--- config.mk ---
export PLATFORM = sky130hd
export DESIGN_NAME = prediction_resolve_queue
export DESIGN_NICKNAME = d
export VERILOG_FILES = /design/src/rtl/bp_pkg.sv /design/src/rtl/bp_sat_counter.sv /design/src/rtl/prediction_resolve_queue.sv
export SDC_FILE = /design/constraint.sdc
export NUM_CORES = 1
export LEC_CHECK = 0
export CAP_MARGIN = 20
export CORE_UTILIZATION = 45
export DETAILED_ROUTE_END_ITERATION = 8
export HOLD_SLACK_MARGIN = 0.15
export PLACE_DENSITY = 0.7
export RECOVER_POWER = 25
export SYNTH_ARGS = -nofsm -noshare
export SYNTH_HDL_FRONTEND = slang
export SYNTH_HIERARCHICAL = 1
export SYNTH_SLANG_ARGS = --single-unit
--- constraint.sdc ---
create_clock -name clock -period 7.76 [get_ports clock]
set_input_delay 1.552 -clock clock [delete_from_list [all_inputs] [get_ports clock]]
set_output_delay 1.552 -clock clock [all_outputs]
set_load 0.1 [all_outputs]
--- src/rtl/bp_pkg.sv ---
`default_nettype none
// ============================================================================
// Module : bp_pkg
// Desc   : Shared tournament-predictor types and default sizes.
// Rev    : 1.0
// ============================================================================
package bp_pkg;

    localparam int BP_IDX_W  = 10;
    localparam int PRQ_DEPTH = 8;

    typedef enum logic {
        CHOICE_LOCAL  = 1'b0,
        CHOICE_GLOBAL = 1'b1
    } choice_e;

    typedef struct packed {
        logic                local_pred;
        logic                global_pred;
        choice_e             choice;
        logic [BP_IDX_W-1:0] idx;
    } prq_entry_t;

endpackage
`default_nettype wire

--- src/rtl/bp_sat_counter.sv ---
`default_nettype none
// ============================================================================
// Module : bp_sat_counter
// Desc   : Unsigned up-counter that sticks at all-ones.
// Rev    : 1.0
// ============================================================================
module bp_sat_counter #(
    parameter int W = 16
) (
    input  logic         clock,
    input  logic         reset,
    input  logic         inc,
    output logic [W-1:0] value
);

    always_ff @(posedge clock) begin
        if (reset) begin
            value <= '0;
        end else if (inc && (value != '1)) begin
            value <= value + W'(1);
        end
    end

endmodule
`default_nettype wire

--- src/rtl/prediction_resolve_queue.sv ---
`default_nettype none
// ============================================================================
// Module : prediction_resolve_queue
// Desc   : In-order queue of fetch-time predictions, scored at resolution.
//          Optional PRQ_STATS_EN adds saturating resolve/mispredict counters.
// Rev    : 1.0
// ============================================================================
module prediction_resolve_queue
    import bp_pkg::*;
#(
    parameter int DEPTH = PRQ_DEPTH,
    parameter int IDX_W = BP_IDX_W
) (
    input  logic                       clock,
    input  logic                       reset,
    input  logic                       alloc_valid,
    output logic                       alloc_ready,
    input  logic                       alloc_local_pred,
    input  logic                       alloc_global_pred,
    input  logic                       alloc_choice,
    input  logic [IDX_W-1:0]           alloc_idx,
    input  logic                       resolve_valid,
    input  logic                       resolve_taken,
    input  logic                       flush,
    output logic                       upd_valid,
    output logic                       upd_local_correct,
    output logic                       upd_global_correct,
    output logic                       upd_mispredict,
    output logic                       upd_choice,
    output logic [IDX_W-1:0]           upd_idx,
    output logic [$clog2(DEPTH+1)-1:0] count,
    output logic                       empty,
    output logic                       full,
    output logic                       resolve_err
`ifdef PRQ_STATS_EN
    ,
    output logic [15:0]                stat_resolved,
    output logic [15:0]                stat_mispredict
`endif
);

    localparam int c_PTR_W = $clog2(DEPTH);
    localparam int c_CNT_W = $clog2(DEPTH+1);

    // The stored index is sized by the package; IDX_W must not exceed BP_IDX_W.
    prq_entry_t         r_mem [DEPTH];
    logic [c_PTR_W-1:0] r_head;
    logic [c_PTR_W-1:0] r_tail;

    logic               w_push;
    logic               w_pop;
    logic               w_mis;
    logic [c_CNT_W-1:0] w_count_nxt;
    prq_entry_t         w_wr_entry;
    prq_entry_t         w_rd_entry;

    assign alloc_ready = !full;
    assign w_push      = alloc_valid && !full && !flush;
    assign w_pop       = resolve_valid && !empty;
    assign w_rd_entry  = r_mem[r_head];
    assign w_mis       = ((w_rd_entry.choice == CHOICE_GLOBAL) ? w_rd_entry.global_pred
                                                               : w_rd_entry.local_pred)
                         != resolve_taken;

    always_comb begin
        w_wr_entry             = '0;
        w_wr_entry.local_pred  = alloc_local_pred;
        w_wr_entry.global_pred = alloc_global_pred;
        w_wr_entry.choice      = choice_e'(alloc_choice);
        w_wr_entry.idx         = BP_IDX_W'(alloc_idx);
    end

    always_comb begin
        w_count_nxt = count;
        if (flush) begin
            w_count_nxt = '0;
        end else if (w_push && !w_pop) begin
            w_count_nxt = count + c_CNT_W'(1);
        end else if (!w_push && w_pop) begin
            w_count_nxt = count - c_CNT_W'(1);
        end
    end

    // Storage is not reset; only entries between head and tail are ever read.
    always_ff @(posedge clock) begin
        if (w_push) begin
            r_mem[r_tail] <= w_wr_entry;
        end
    end

    always_ff @(posedge clock) begin
        if (reset) begin
            r_head <= '0;
            r_tail <= '0;
            count  <= '0;
            empty  <= 1'b1;
            full   <= 1'b0;
        end else begin
            count <= w_count_nxt;
            empty <= (w_count_nxt == '0);
            full  <= (w_count_nxt == c_CNT_W'(DEPTH));
            if (w_push) begin
                r_tail <= r_tail + c_PTR_W'(1);
            end
            // Flush collapses the queue onto the (unchanged) tail.
            if (flush) begin
                r_head <= r_tail;
            end else if (w_pop) begin
                r_head <= r_head + c_PTR_W'(1);
            end
        end
    end

    always_ff @(posedge clock) begin
        if (reset) begin
            upd_valid          <= 1'b0;
            upd_local_correct  <= 1'b0;
            upd_global_correct <= 1'b0;
            upd_mispredict     <= 1'b0;
            upd_choice         <= 1'b0;
            upd_idx            <= '0;
            resolve_err        <= 1'b0;
        end else begin
            upd_valid <= w_pop;
            if (w_pop) begin
                upd_local_correct  <= (w_rd_entry.local_pred == resolve_taken);
                upd_global_correct <= (w_rd_entry.global_pred == resolve_taken);
                upd_mispredict     <= w_mis;
                upd_choice         <= w_rd_entry.choice;
                upd_idx            <= IDX_W'(w_rd_entry.idx);
            end
            if (resolve_valid && empty) begin
                resolve_err <= 1'b1;
            end
        end
    end

`ifdef PRQ_STATS_EN
    // Counters advance on the same edge that raises upd_valid.
    bp_sat_counter #(.W(16)) u_stat_resolved (
        .clock (clock),
        .reset (reset),
        .inc   (w_pop),
        .value (stat_resolved)
    );

    bp_sat_counter #(.W(16)) u_stat_mispredict (
        .clock (clock),
        .reset (reset),
        .inc   (w_pop && w_mis),
        .value (stat_mispredict)
    );
`endif

endmodule
`default_nettype wire
======== Word level (Yosys, flattened, before mapping) ========
Memory sizes are Yosys's and may differ from the RTL's. A register that Yosys moved wholly into a read port is not among the register bits.
Index checks and enable logic that the tools add are counted.
storage, ports and cells
  bits in registers ....................... 28
  bits in latches ......................... 0
  RAM bits ................................ 104
  bits in read-only memories .............. 0
  output and inout port bits .............. 23
  word-level logic and storage cells ...... 44
  memories ................................ 1
memories
  memory  depth  bits a word  read ports  clocked after Yosys merged registers in  write ports  RTL line                        source
  r_mem   8      13           1           1                                        1            prediction_resolve_queue.sv:46  prq_entry_t r_mem [DEPTH];
operators by class
  $add $sub $neg .......................... 4
  multiply operators ...................... 0
  div/mod/pow operators ................... 0
  $lt $le $gt $ge ......................... 0
  eq/ne operators ......................... 4
  shift-type cells ........................ 0
  muxes and demuxes ....................... 10
  bitwise operators ....................... 0
  reductions and logical operators ........ 13
operators by type and width
  kind                                                                 count
  3-bit 2-to-1 mux                                                     4
  4-bit 2-to-1 mux                                                     3
  3-bit by 1-bit adder with 3-bit output (second input constant)       2
  1-bit logical AND                                                    6
  1-bit logical NOT                                                    5
  4-bit by 1-bit adder with 4-bit output (second input constant)       1
  4-bit == test (second input constant)                                1
  4-bit logical NOT                                                    1
  4-bit by 1-bit subtractor with 4-bit output (second input constant)  1
  1-bit 2-to-1 mux                                                     3
  1-bit == test                                                        2
  2-bit nonzero test                                                   1
  1-bit != test                                                        1

======== Longest topological paths before layout ========
Gate-level depths: netlist (run 1).
  depth in word-level cells ............... 9
  mapped depth ............................ 8
  depth with buffers taken out ............ 7

======== Least setup slack after synthesis (run 1) ========
Ideal clock, no wire load.
  path type ............................... input to register
  start point ............................. input flush
  end point ............................... memory r_mem[0][0] (netlist bit), enable pin
  arrival time ............................ 3379 ps
  data required time ...................... 7343 ps
  path slack .............................. 3964 ps
  cell stages on the path ................. 3
  cell sequence ........................... or3b_4 > buf_6 > nor4_1
on the way
  cells in the longest elaborated chain, start to end .. 4
ends and longest elaborated chain
  element                                 RTL line                        source
  from (decl)                             prediction_resolve_queue.sv:24  input logic flush,
  1-bit logical NOT                       prediction_resolve_queue.sv:58  assign w_push = alloc_valid && !full && !flush;
  1-bit logical AND                       prediction_resolve_queue.sv:58
  1-bit 2-to-1 mux                        prediction_resolve_queue.sv:86  if (w_push) begin
  1-bit 2-to-1 mux (not written as such)  prediction_resolve_queue.sv:87  r_mem[r_tail] <= w_wr_entry;
  to (decl)                               prediction_resolve_queue.sv:46
No other way between the ends.

======== Final worst setup path (run 1) ========
  start point ............................. register count[0]
  end point ............................... output count[0]
RTL lines
  element                 RTL line                        source
  from (decl)             prediction_resolve_queue.sv:31  output logic [$clog2(DEPTH+1)-1:0] count,
  from (signal assigned)  prediction_resolve_queue.sv:99  count <= w_count_nxt;
No word-level cell between the ends.

==> run summary, run 1 <==
The signal on the critical path passes through clkdlybuf4s50_1. The class of the tightest hold or removal check is reg2reg. The starting density of the core is 47.2%.

The number of input and output port buffers inserted came out at 41. The total chip power came out at 1.68 mW. The critical path data arrival time came out at 2.11 ns. The count of buffering cells on the critical path with inverters included is 1. Setup violations remaining at the end of the flow were counted as 0.

Dividing the detail-routed wire length by the instance count gives around 19 µm. The number of rows created at floorplan is 38. Global routing finished with a remaining overflow of 0. The post-synth net total came out at 323. The final critical path takes up 47.2% of the cycle. The synthesized design contains 104 enable-type register cells.

The floorplan die width came out at 110 µm. Counting the buffers created by CTS gives 17. The via density per instance is 5.44. For this run, the leading register cell type out of synthesis is sky130_fd_sc_hd__edfxtp_1.

The largest stage delay on the critical path came out at 1.21 ns. The type of destination of the critical path is an output pin. The share of the yosys chip area belonging to registers came out at a little under three quarters.

The routed design has roughly 9400 µm of wire. The iteration-0 DRC count of the detailed router is 157. The clock sink count came out at 135.

The kind of cell with the highest combined delay along the critical path is buffers and inverters. Across the run, the number of max-cap violations was 0. The leakage dissipation is 2.05 nW. In this run the vertical extent of the chip is 110 µm. The level count of the clock H-tree came out at 4. The tree is rooted in a sky130_fd_sc_hd__clkbuf_16. The clock passes through at most 2 buffers. The post-synthesis cell count came out at 300. The initial antenna violation count is 1. The portion of total power attributed to sequential cells came out at 47.9%. The post-synthesis cell type count came out at 38. The run finished with clean final reports. The peak ir drop on the vdd network came out at 0.163 mV.

The combinational group share of total power came out at around 7.2%. The repair_antennas step left the layout with diodes totalling 0. The total global routing track utilization came out at roughly 17%. The share of post-route cells with drive strength above 1 is 20.8%. In this run the tightest slew margin relative to its limit is 34.8%. At the worst endpoint, the required time is 6.21 ns. The half-perimeter wire length after detailed placement is approximately 6000 µm.

The number of remaining DRC errors came out at 0. In this run the post-CTS setup repair buffer count came out at 0. The internal portion of the total power is 1.28 mW. At the later pin of the worst-skew pair, clock insertion delay measures around 0.41 ns. The kind of critical path is reg2out. The minimum clock period after layout came out at 3.67 ns. In this run the cell area measured after placement is 0.00578 mm². A synthesized cell averages 17.4 µm².

The count of vias placed by the detailed router is 2745. The first-pass GRT wire length came out at approximately 14000 µm. The kind of start point of the critical path is a flop.

TritonCTS built the clock tree. The count of antenna-violating nets left after detailed routing came out at 0. The async set-or-reset flop fraction in the synthesized netlist is 0%. Between clock sinks in the finished design, the worst skew comes to around 0.0093 ns. The final net count is between 300 and 400. The clock-pin slew on the worst setup and hold paths is 0.06 ns. The die covers ~0.012 mm². The detailed-routing iteration count for the pre-antenna-repair pass came out at 6.

After synthesis, the cell types taking the most area are sky130_fd_sc_hd__edfxtp_1 (60%), sky130_fd_sc_hd__dfxtp_1 (12%), sky130_fd_sc_hd__mux4_2 (11%), sky130_fd_sc_hd__mux2i_1 (2.9%), sky130_fd_sc_hd__a211oi_1 (1.9%). The number of warnings printed during yosys synthesis is 6. The count of hold-fix buffers inserted at cts came out at 0. The post-route cell area is ~0.0064 mm².

Of all cell types, the one taking the most synthesized area is sky130_fd_sc_hd__edfxtp_1. The worst-path maximum fanout came out at 9. The core area came out at 0.0111 mm². The final-report hold violation count was 0. The slowest stage of the critical path belongs to the cell sky130_fd_sc_hd__clkdlybuf4s50_1. The synthesis-to-finish area growth came out at 22.7%. The number of inserted filler cells in the final layout is 840. The fraction of synthesized cell area taken by the top area cell type came out at 59.7%. The switching portion of total power came out at 23.5%.

Setup repair after global routing left no endpoint under its margin. The cell area power density came out at 262 mW/mm². The pin count of the biggest net entering global routing is 41. Timing would allow up to 0.273 GHz. The switching power is 0.394 mW. In this run, synthesis produced a sequential element count of 135. The I/O pin total came out at 42.

The fraction of power consumed by the clock network came out at 44.9%. The actual slew at the worst max-slew pin came out at between 0.9 and 1 ns. The number of pins with negative max-slew slack in the final report is 0. The total negative slack came out at 0 ns. The number of global-route vias before repair came to about 2600. The final weighted congestion of routability-driven global placement came out at between 0.7 and 0.8. The count of instances resized after the clock tree is built is 0. The area of the mapped netlist is roughly 0.0052 mm².
==> worst register-to-register path, stage by stage, from the launching register on <==
cell and delay (ns):
sky130_fd_sc_hd__dfxtp_2 0.94, sky130_fd_sc_hd__mux4_1 0.67, sky130_fd_sc_hd__mux2i_1 0.28, sky130_fd_sc_hd__mux2i_1 0.26, sky130_fd_sc_hd__xnor2_1 0.14, sky130_fd_sc_hd__a21oi_1 0.08
==> cell usage in the layout (no fill, tap or decap), types with 3 or more instances in the layout <==
master                              n
sky130_fd_sc_hd__clkdlybuf4s50_1   32
sky130_fd_sc_hd__xnor2_1            9
sky130_fd_sc_hd__clkbuf_16         17
sky130_fd_sc_hd__mux4_2            25
sky130_fd_sc_hd__edfxtp_1         104
sky130_fd_sc_hd__mux2i_1           15
sky130_fd_sc_hd__buf_4              6
sky130_fd_sc_hd__a21oi_1            8
sky130_fd_sc_hd__dfxtp_1           30
sky130_fd_sc_hd__clkinv_4           4
sky130_fd_sc_hd__inv_1              5
sky130_fd_sc_hd__a211oi_1          13
sky130_fd_sc_hd__nor2_1            26
sky130_fd_sc_hd__and3_1             3
sky130_fd_sc_hd__nor3_2             4
sky130_fd_sc_hd__buf_6              4
sky130_fd_sc_hd__ha_1               4
sky130_fd_sc_hd__dlygate4sd3_1      9
sky130_fd_sc_hd__inv_6              4
sky130_fd_sc_hd__nand2_1            9
==> cells in the mapped netlist (3+ instances only) <==
library cell,n
sky130_fd_sc_hd__dfxtp_1,31
sky130_fd_sc_hd__a21oi_1,8
sky130_fd_sc_hd__nor2_1,26
sky130_fd_sc_hd__nor3_1,6
sky130_fd_sc_hd__and3_1,3
sky130_fd_sc_hd__a211oi_1,13
sky130_fd_sc_hd__mux2i_1,15
sky130_fd_sc_hd__nand2_1,9
sky130_fd_sc_hd__edfxtp_1,104
sky130_fd_sc_hd__clkbuf_1,8
sky130_fd_sc_hd__mux4_2,25
sky130_fd_sc_hd__xnor2_1,9
sky130_fd_sc_hd__buf_2,7
sky130_fd_sc_hd__ha_1,4
sky130_fd_sc_hd__inv_1,5
==> kinds of logic after synthesis <==
kind of cell | Yosys count | share of synthesized area (%)
mux | 41 | 14.1
xor+xnor | 11 | 1.84
flops | 135 | 71.6
buf+inv | 23 | 2.11
fa+ha+maj | 4 | 0.957
compound gates | 30 | 4.07
simple gates | 56 | 5.29
==> final cells by class <==
| cell class | count | area [µm²] | area share [%] |
|---|---|---|---|
| Clock inverter | 14 | 141 | 2.20 |
| Inverter | 5 | 18.8 | 0.293 |
| Clock buffer | 18 | 429 | 6.69 |
| Multi-Input combinational cell | 142 | 1400 | 21.9 |
| Tap cell | 140 | 175 | 2.73 |
| Sequential cell | 135 | 3740 | 58.4 |
| Timing Repair Buffer | 51 | 500 | 7.80 |
==> per-layer routing <==
layer	share of wire, %	vias to the layer above	GRT usage, %
met1	45	1372	22.7
met4	1.1	2	7.81
li1	-	1283	-
met3	6.1	11	6.46
met5	0.096	-	0
met2	47	77	25.0
==> path summary, 6_finish.rpt <==
path | depth (start not counted) | startpoint | endpoint | slack (ns)
worst min-delay path | 2 | resolve_err | resolve_err | 0.48
worst max register to register | 5 | flop | upd_mispredict | 5.25
worst min register to register | 2 | resolve_err | resolve_err | 0.48
worst max-delay path | 1 | count[0] | count[0] | 4.09
==> power by group through the flow <==
stage,sequential [mW],combinational (mW),clock [mW]
floorplan,0.849,0.0508,0
global placement,0.818,0.120,0
detailed placement,0.819,0.121,0
CTS,0.804,0.121,0.772
global route,0.805,0.129,0.801
finish,0.803,0.120,0.754
==> sequential cells by signal (all words and copies together) (netlist names), named ones only <==
signal / cells
upd_global_correct: 1
upd_choice: 1
upd_local_correct: 1
full: 1
count: 4
upd_valid: 1
r_mem: 104
r_tail: 3
r_head: 3
empty: 1
upd_idx: 10
upd_mispredict: 1
resolve_err: 1
==> metrics by stage <==
stage                     worst slack [ns]  hold WS, ns  instances  util [%]
final                                 4.09        0.478        505      57.9
after global routing                  4.03        0.508        505      57.9
after CTS                             3.93        0.477        498      57.3
after detailed placement              3.49        0.460        466      52.1
after global placement                3.62        0.453        466      52.1
after floorplan                       3.96        0.509        300         -
Power figures use the tool's default switching activity.
==> run 2: changes to the inputs <==
clock period = 3.58 ns   (was 7.76 ns; I/O delays follow)
==> run summary, run 2 (same netlist as run 1, synthesis figures left out) <==
The run finished with clean final reports. The level count of the clock H-tree came out at 4 (unchanged). The total chip power came out at 3.83 mW (+130%). The via density per instance is 5.46 (+0.53%). The number of buffers added for setup after CTS came out at 0 (unchanged). The smallest hold slack is 0.478 ns (-0.0000410 ns). The count of hold-fix buffers inserted at cts is 0 (unchanged). The critical path data arrival time was 2.02 ns (-0.09 ns). The CTS tree is built. The largest stage delay on the critical path is 1.17 ns (-0.04 ns). Static timing analysis puts the maximum clock frequency at 0.366 GHz. The total overflow reported by the global router is 0 (unchanged). The average routed wire per standard cell is 19.4 µm (+4.7%). The I/O pin total came to 42 (unchanged). The first-pass GRT wire length came out at 15200 µm (+7.6%). The utilization of the core after routing is 58.3% (+0.40 points).

The number of input and output port buffers inserted came out at 41 (unchanged). The post-placement cell count is 474 (+1.7%). The library cell used most frequently in the layout, excluding fill and tap cells, is sky130_fd_sc_hd__edfxtp_1. The number of inserted filler cells in the final layout came out at 863 (+2.7%). The final net count came out at 376 (+0.27%). The leakage dissipation is 2.08 nW (+1.3%). The count of vias placed by the detailed router came out at 2765 (+0.73%).

The setup-violating endpoint count in the final report is 0 (unchanged). The cell area power density came out at 592 mW/mm² (+130%). The worst slack at placement came out at 0.720 ns (-2.77 ns). The number of standard cells in the final layout excluding fillers was 506 (+0.20%). The number of maximum-capacitance violations is 0 (unchanged). The worst-path maximum fanout came out at 6 (-3). The initial antenna violation count was 0 (-1). The clock latency reported for the late side of the worst-skew pair came out at 0.41 ns (about the same). In this design, the largest share of critical-path delay is due to buffers and inverters.

The count of inserted antenna diode cells came out at 0 (unchanged). The count of instances resized after the clock tree is built came out at 0 (unchanged). The core area is 0.0111 mm² (unchanged). The number of remaining DRC errors is 0 (unchanged). The required time of the worst setup path came out at 2.86 ns (-3.35 ns). The hold path startpoint is resolve_err. STA classifies the critical path endpoint as an output pin. The count of antenna-violating nets left after detailed routing is 0 (unchanged).

The number of global-route vias before repair is 2764 (+4.7%). The detailed-routing iteration count for the pre-antenna-repair pass came out at 4 (-2). The iteration-0 DRC count of the detailed router is 232 (+48%). For this design, the slowest cell found on the critical path is sky130_fd_sc_hd__clkdlybuf4s50_1.

The cell area after placement came out at 0.00583 mm² (+1.0%). The actual slew at the worst max-slew pin came out at 0.973 ns (-0.00269 ns). The total clock buffers created by CTS was 17 (unchanged). Compared with the post-synthesis result, the final layout area differs by 23.5%.

The clock-pin slew on the worst setup and hold paths is 0.05 ns (about the same). The headroom to the max-slew limit is 35.0% (+0.18 points). The maximum clock path buffer count came to 2 (unchanged). The minimum clock period after layout is 2.73 ns. The flip-flop count of the largest register, all copies and words added is 104 (unchanged).

STA classifies the critical path startpoint as a flop. The peak ir drop on the vdd network is 0.363 mV (+120%). The clock sink count came out at 135 (unchanged).

The largest registers in the layout are r_mem x104, upd_idx x10, count x4. The final weighted congestion of routability-driven global placement is 0.755 (+4.0%). The critical path is of the reg2out type. The count of buffering cells on the critical path with inverters included came out at 1 (unchanged).

The vertical extent of the die was 110 µm (unchanged). The number of pins with negative max-slew slack in the final report came out at 0 (unchanged). The post-route cell area is 0.00646 mm² (+0.68%). The number of rows created at floorplan is 38 (unchanged).

The ratio of final minimum period to clock period is 76.4%. The final-report hold violation count came out at 0 (unchanged). The total global routing track utilization is 18.4% (+1.3 points).

The signal on the critical path passes through clkdlybuf4s50_1. The pin count of the biggest net entering global routing came out at 30 (-27%). In this run the clock root is driven by a sky130_fd_sc_hd__clkbuf_16. The half-perimeter wire length after detailed placement was 5700 µm (-5.3%). The timing startpoint of the critical path is full.

The floorplan die width is 110 µm (unchanged). The share of post-route cells with drive strength above 1 came out at 21.3% (+0.49 points). The smallest setup slack after layout was 0.846 ns (-3.25 ns). Setup repair after global routing left no endpoint under its margin. The floorplan die area came out at 0.0121 mm² (unchanged). The starting density of the core came out at 47.2% (unchanged). In the layout the commonest cells are sky130_fd_sc_hd__edfxtp_1 (104), sky130_fd_sc_hd__clkdlybuf4s50_1 (31), sky130_fd_sc_hd__dfxtp_1 (30), sky130_fd_sc_hd__nor2_1 (26), sky130_fd_sc_hd__mux4_2 (25). The register with the most flip-flops is r_mem.

The setup clock skew after layout came out at 0.00504 ns (-0.00426 ns). The worst hold path belongs to the class reg2reg. The total negative slack came out at 0 ns (unchanged). The total detailed-routing wirelength is 9830 µm (+4.9%).
## run 2: cell types whose count changed in the layout (fill, tap and decap cells not counted), moves of 2 or more
cell                        before  now
sky130_fd_sc_hd__buf_4           6   12
sky130_fd_sc_hd__buf_6           4    0
sky130_fd_sc_hd__bufinv_16       1    4
sky130_fd_sc_hd__clkinv_4        4    1
sky130_fd_sc_hd__inv_8           2    0
## run 2: worst paths after layout
path	endpoint	slack, ns	depth (start not counted)
worst max-delay path	full	0.85	1
worst min-delay path	resolve_err	0.48	2
worst max register to register	upd_mispredict	1.37	5
worst min register to register	resolve_err	0.48	2
## run 2: layout make-up
type,count,area (µm²),area share (%)
multi-input combinational,142,1400,21.7
clock buffer,17,425,6.59
sequential,135,3740,58.0
tap,140,175,2.71
clock inverter,15,199,3.08
inverter,5,18.8,0.291
timing repair buffer,52,490,7.60
## run 2: metal layers
layer | routed length (µm) | part of all wire [%] | vias to the layer above | GRT usage, %
met4 | 99 | 1.0 | 0 | 9.33
li1 | - | - | 1284 | -
met1 | 4420 | 45 | 1386 | 24.6
met3 | 528 | 5.4 | 8 | 5.39
met5 | 0 | 0 | - | 0
met2 | 4780 | 49 | 87 | 27.4
## run 2: where the power goes
part / internal [mW] / switching (mW)
logic: 0.0946 / 0.170
clock network: 1.17 / 0.657
registers: 1.71 / 0.0218
==> run 3: changes to the inputs <==
clock period = 2.9 ns   (was 3.58 ns; I/O delays follow)
==> run summary, run 3 (same netlist as run 1, synthesis figures left out) <==
The flip-flop count of the largest register, all copies and words added is 104 (unchanged). The pin count of the biggest net entering global routing came out at 33 (+10%). The count of inserted antenna diode cells came out at 0 (unchanged). The worst reg-to-reg setup slack came to 0.83 ns (-0.54 ns). The iteration-0 DRC count of the detailed router came out at 263 (+13%). The I/O pin total came to 42 (unchanged). The required time of the worst setup path came out at 3.25 ns (+0.39 ns).

Leaving out fill and tap cells, the most frequent cell in the layout is sky130_fd_sc_hd__edfxtp_1. The number of remaining DRC errors is 0 (unchanged). The headroom to the max-slew limit came to 67.1% (+32 points). The number of global-route vias before repair was 2783 (+0.69%). The total overflow reported by the global router came to 0 (unchanged). Dividing the final minimum period by the clock period gives 73.4%.

The half-perimeter wire length after detailed placement was 5840 µm (+2.5%). The floorplan die width was 110 µm (unchanged). Ranked by flip-flop count, first place goes to r_mem. The synthesis-to-finish area growth came out at 22.2%. The peak ir drop on the vdd network came out at 0.427 mV (+18%). The utilization of the core after routing came to 57.7% (-0.61 points). The total global routing track utilization is 18.2% (-0.19 points). The initial antenna violation count was 0 (unchanged). The minimum clock period after layout is between 2 and 2.5 ns. For hold timing, the worst endpoint is upd_idx[5]. The critical path is of the in2reg type. The worst setup path is captured at a flop. The average routed wire per standard cell is 19.0 µm (-2.0%). The count of instances resized after the clock tree is built came out at 0 (unchanged). Setup repair after global routing left no endpoint under its margin.

The core area came to 0.0111 mm² (unchanged). The count of buffering cells on the critical path with inverters included is 1 (unchanged). In the final layout, the registers with the most flip-flops are r_mem x104, upd_idx x10, count x4. The actual slew at the worst max-slew pin is 0.493 ns (-0.479 ns). The number of maximum-capacitance violations came out at 0 (unchanged). The detailed-routing iteration count for the pre-antenna-repair pass came out at 4 (unchanged). The vertical extent of the die was 110 µm (unchanged).

The clock latency reported for the late side of the worst-skew pair came out at 0.41 ns (about the same). The setup-violating endpoint count in the final report was 0 (unchanged). The total clock buffers created by CTS came out at 17 (unchanged). The worst register-to-register path begins at count[0]. The first-pass GRT wire length came to 15300 µm (+0.36%).

The via density per instance is 5.53 (+1.2%). The leakage dissipation is 2.12 nW (+2.1%). The count of vias placed by the detailed router came to 2825 (+2.2%). The total negative slack was 0 ns (unchanged). The startpoint identified for the worst hold timing path is upd_idx[5]. In the layout the commonest cells are sky130_fd_sc_hd__edfxtp_1 (104), sky130_fd_sc_hd__buf_4 (39), sky130_fd_sc_hd__dfxtp_1 (30), sky130_fd_sc_hd__nor2_1 (26), sky130_fd_sc_hd__mux4_2 (25).

The number of buffers added for setup after CTS came out at 0 (unchanged). The floorplan die area is 0.0121 mm² (unchanged). The final weighted congestion of routability-driven global placement came out at 0.782 (+3.5%). The number of inserted filler cells in the final layout came out at 830 (-3.8%).

The clock-pin slew on the worst setup and hold paths is 0.06 ns (about the same). The class of the tightest hold or removal check is reg2reg. The worst reg2reg path endpoint is full. The number of rows created at floorplan came to 38 (unchanged). The total detailed-routing wirelength is 9730 µm (-1.0%). The maximum operating frequency is approximately 0.47 GHz. Among cell families on the critical path, the largest total delay comes from simple AND/OR/NAND/NOR gates. The maximum clock path buffer count came out at 2 (unchanged). The count of antenna-violating nets left after detailed routing came out at 0 (unchanged). The number of input and output port buffers inserted is 41 (unchanged).

The number of cells traversed by the worst register-to-register path is 7 (+2). Walking the worst path, the cells encountered are clkdlybuf4s50_1, or3b_4, nor2_1, a41oi_1, xnor2_1, and4_1. The instance count along the most critical hold path is 2 (unchanged). The worst-path maximum fanout is 12 (+6). The master cell of the clock root buffer is sky130_fd_sc_hd__clkbuf_16. The clock sink count came out at 135 (unchanged). The largest stage delay on the critical path is 0.50 ns (-0.67 ns).

The setup clock skew after layout is 0.00834 ns (+0.00329 ns). The number of pins with negative max-slew slack in the final report is 0 (unchanged). TritonCTS built the clock tree. The critical path data arrival time is 2.48 ns (+0.46 ns). The share of post-route cells with drive strength above 1 came out at 28.6% (+7.3 points). The flow ran to the end, and the final reports show no timing, DRC or antenna violations. The kind of start point of the critical path is an input pin.

The final net count was 381 (+1.3%). The starting density of the core is 47.2% (unchanged). The slowest stage of the critical path belongs to the cell sky130_fd_sc_hd__clkdlybuf4s50_1. The final-report hold violation count came out at 0 (unchanged). The count of hold-fix buffers inserted at cts is 0 (unchanged). The level count of the clock H-tree came out at 4 (unchanged). The cell area power density is 708 mW/mm² (+19%).
## run 3: cell types whose count changed in the layout (fill, tap and decap cells not counted), moves of 2 or more
cell | previous run | this run
sky130_fd_sc_hd__clkdlybuf4s50_1 | 31 | 9
sky130_fd_sc_hd__buf_4 | 12 | 39
sky130_fd_sc_hd__clkinv_1 | 2 | 0
sky130_fd_sc_hd__clkinv_2 | 1 | 3
sky130_fd_sc_hd__clkinv_4 | 1 | 3
sky130_fd_sc_hd__bufinv_16 | 4 | 1
## run 3: worst reg2reg max path, stage by stage, from the launching register on
cell                       delay, ns
sky130_fd_sc_hd__dfxtp_1        0.51
sky130_fd_sc_hd__inv_1          0.08
sky130_fd_sc_hd__ha_1           0.35
sky130_fd_sc_hd__nor4b_1        0.32
sky130_fd_sc_hd__a221oi_1       0.14
sky130_fd_sc_hd__a31o_2         0.25
sky130_fd_sc_hd__o21ai_0        0.16
sky130_fd_sc_hd__and4_1         0.20
## run 3: power by group
group          switching (mW)  internal, mW  total, mW  leakage [nW]
combinational           0.214         0.116      0.330         0.652
clock                   0.815          1.24       2.05         0.275
sequential             0.0234          2.12       2.14          1.19
total                    1.05          3.47       4.52          2.12
## run 3: worst max-delay path by stage
stage                        from     endpoint  slack (ns)  depth (start not counted)
detailed placement    alloc_valid         full        0.36                          6
global placement    resolve_valid         flop        0.45                          7
floorplan                    full  r_mem[2][0]        0.18                          3
CTS                   alloc_valid         full        0.79                          6
global route          alloc_valid         full        0.62                          6
finish                alloc_valid         full        0.77                          6
## run 3: stage by stage
stage	worst slack (ns)	hold WS (ns)	power, mW	area [µm²]	cells
after floorplan	0.178	0.518	2.41	5240	300
after global routing	0.615	0.517	4.68	6390	511
final	0.770	0.498	4.52	6390	511
after detailed placement	0.362	0.495	2.51	5820	479
after global placement	0.450	0.454	2.51	5820	479
after CTS	0.788	0.503	4.56	6390	511
## run 3: layout make-up
| type | instances | area, µm² | area share (%) |
|---|---|---|---|
| sequential | 135 | 3740 | 58.6 |
| multi-input combinational | 142 | 1400 | 22.0 |
| timing repair buffer | 57 | 473 | 7.40 |
| clock buffer | 19 | 454 | 7.11 |
| tap | 140 | 175 | 2.74 |
| clock inverter | 13 | 120 | 1.88 |
| inverter | 5 | 18.8 | 0.294 |
## run 3: routing by layer
metal / part of all wire (%) / vias up / global-route usage (%)
met3: 6.3 / 17 / 5.22
met4: 1.6 / 0 / 6.95
met2: 48 / 102 / 28.2
li1: - / 1294 / -
met1: 45 / 1412 / 24.4
met5: 0 / - / 0
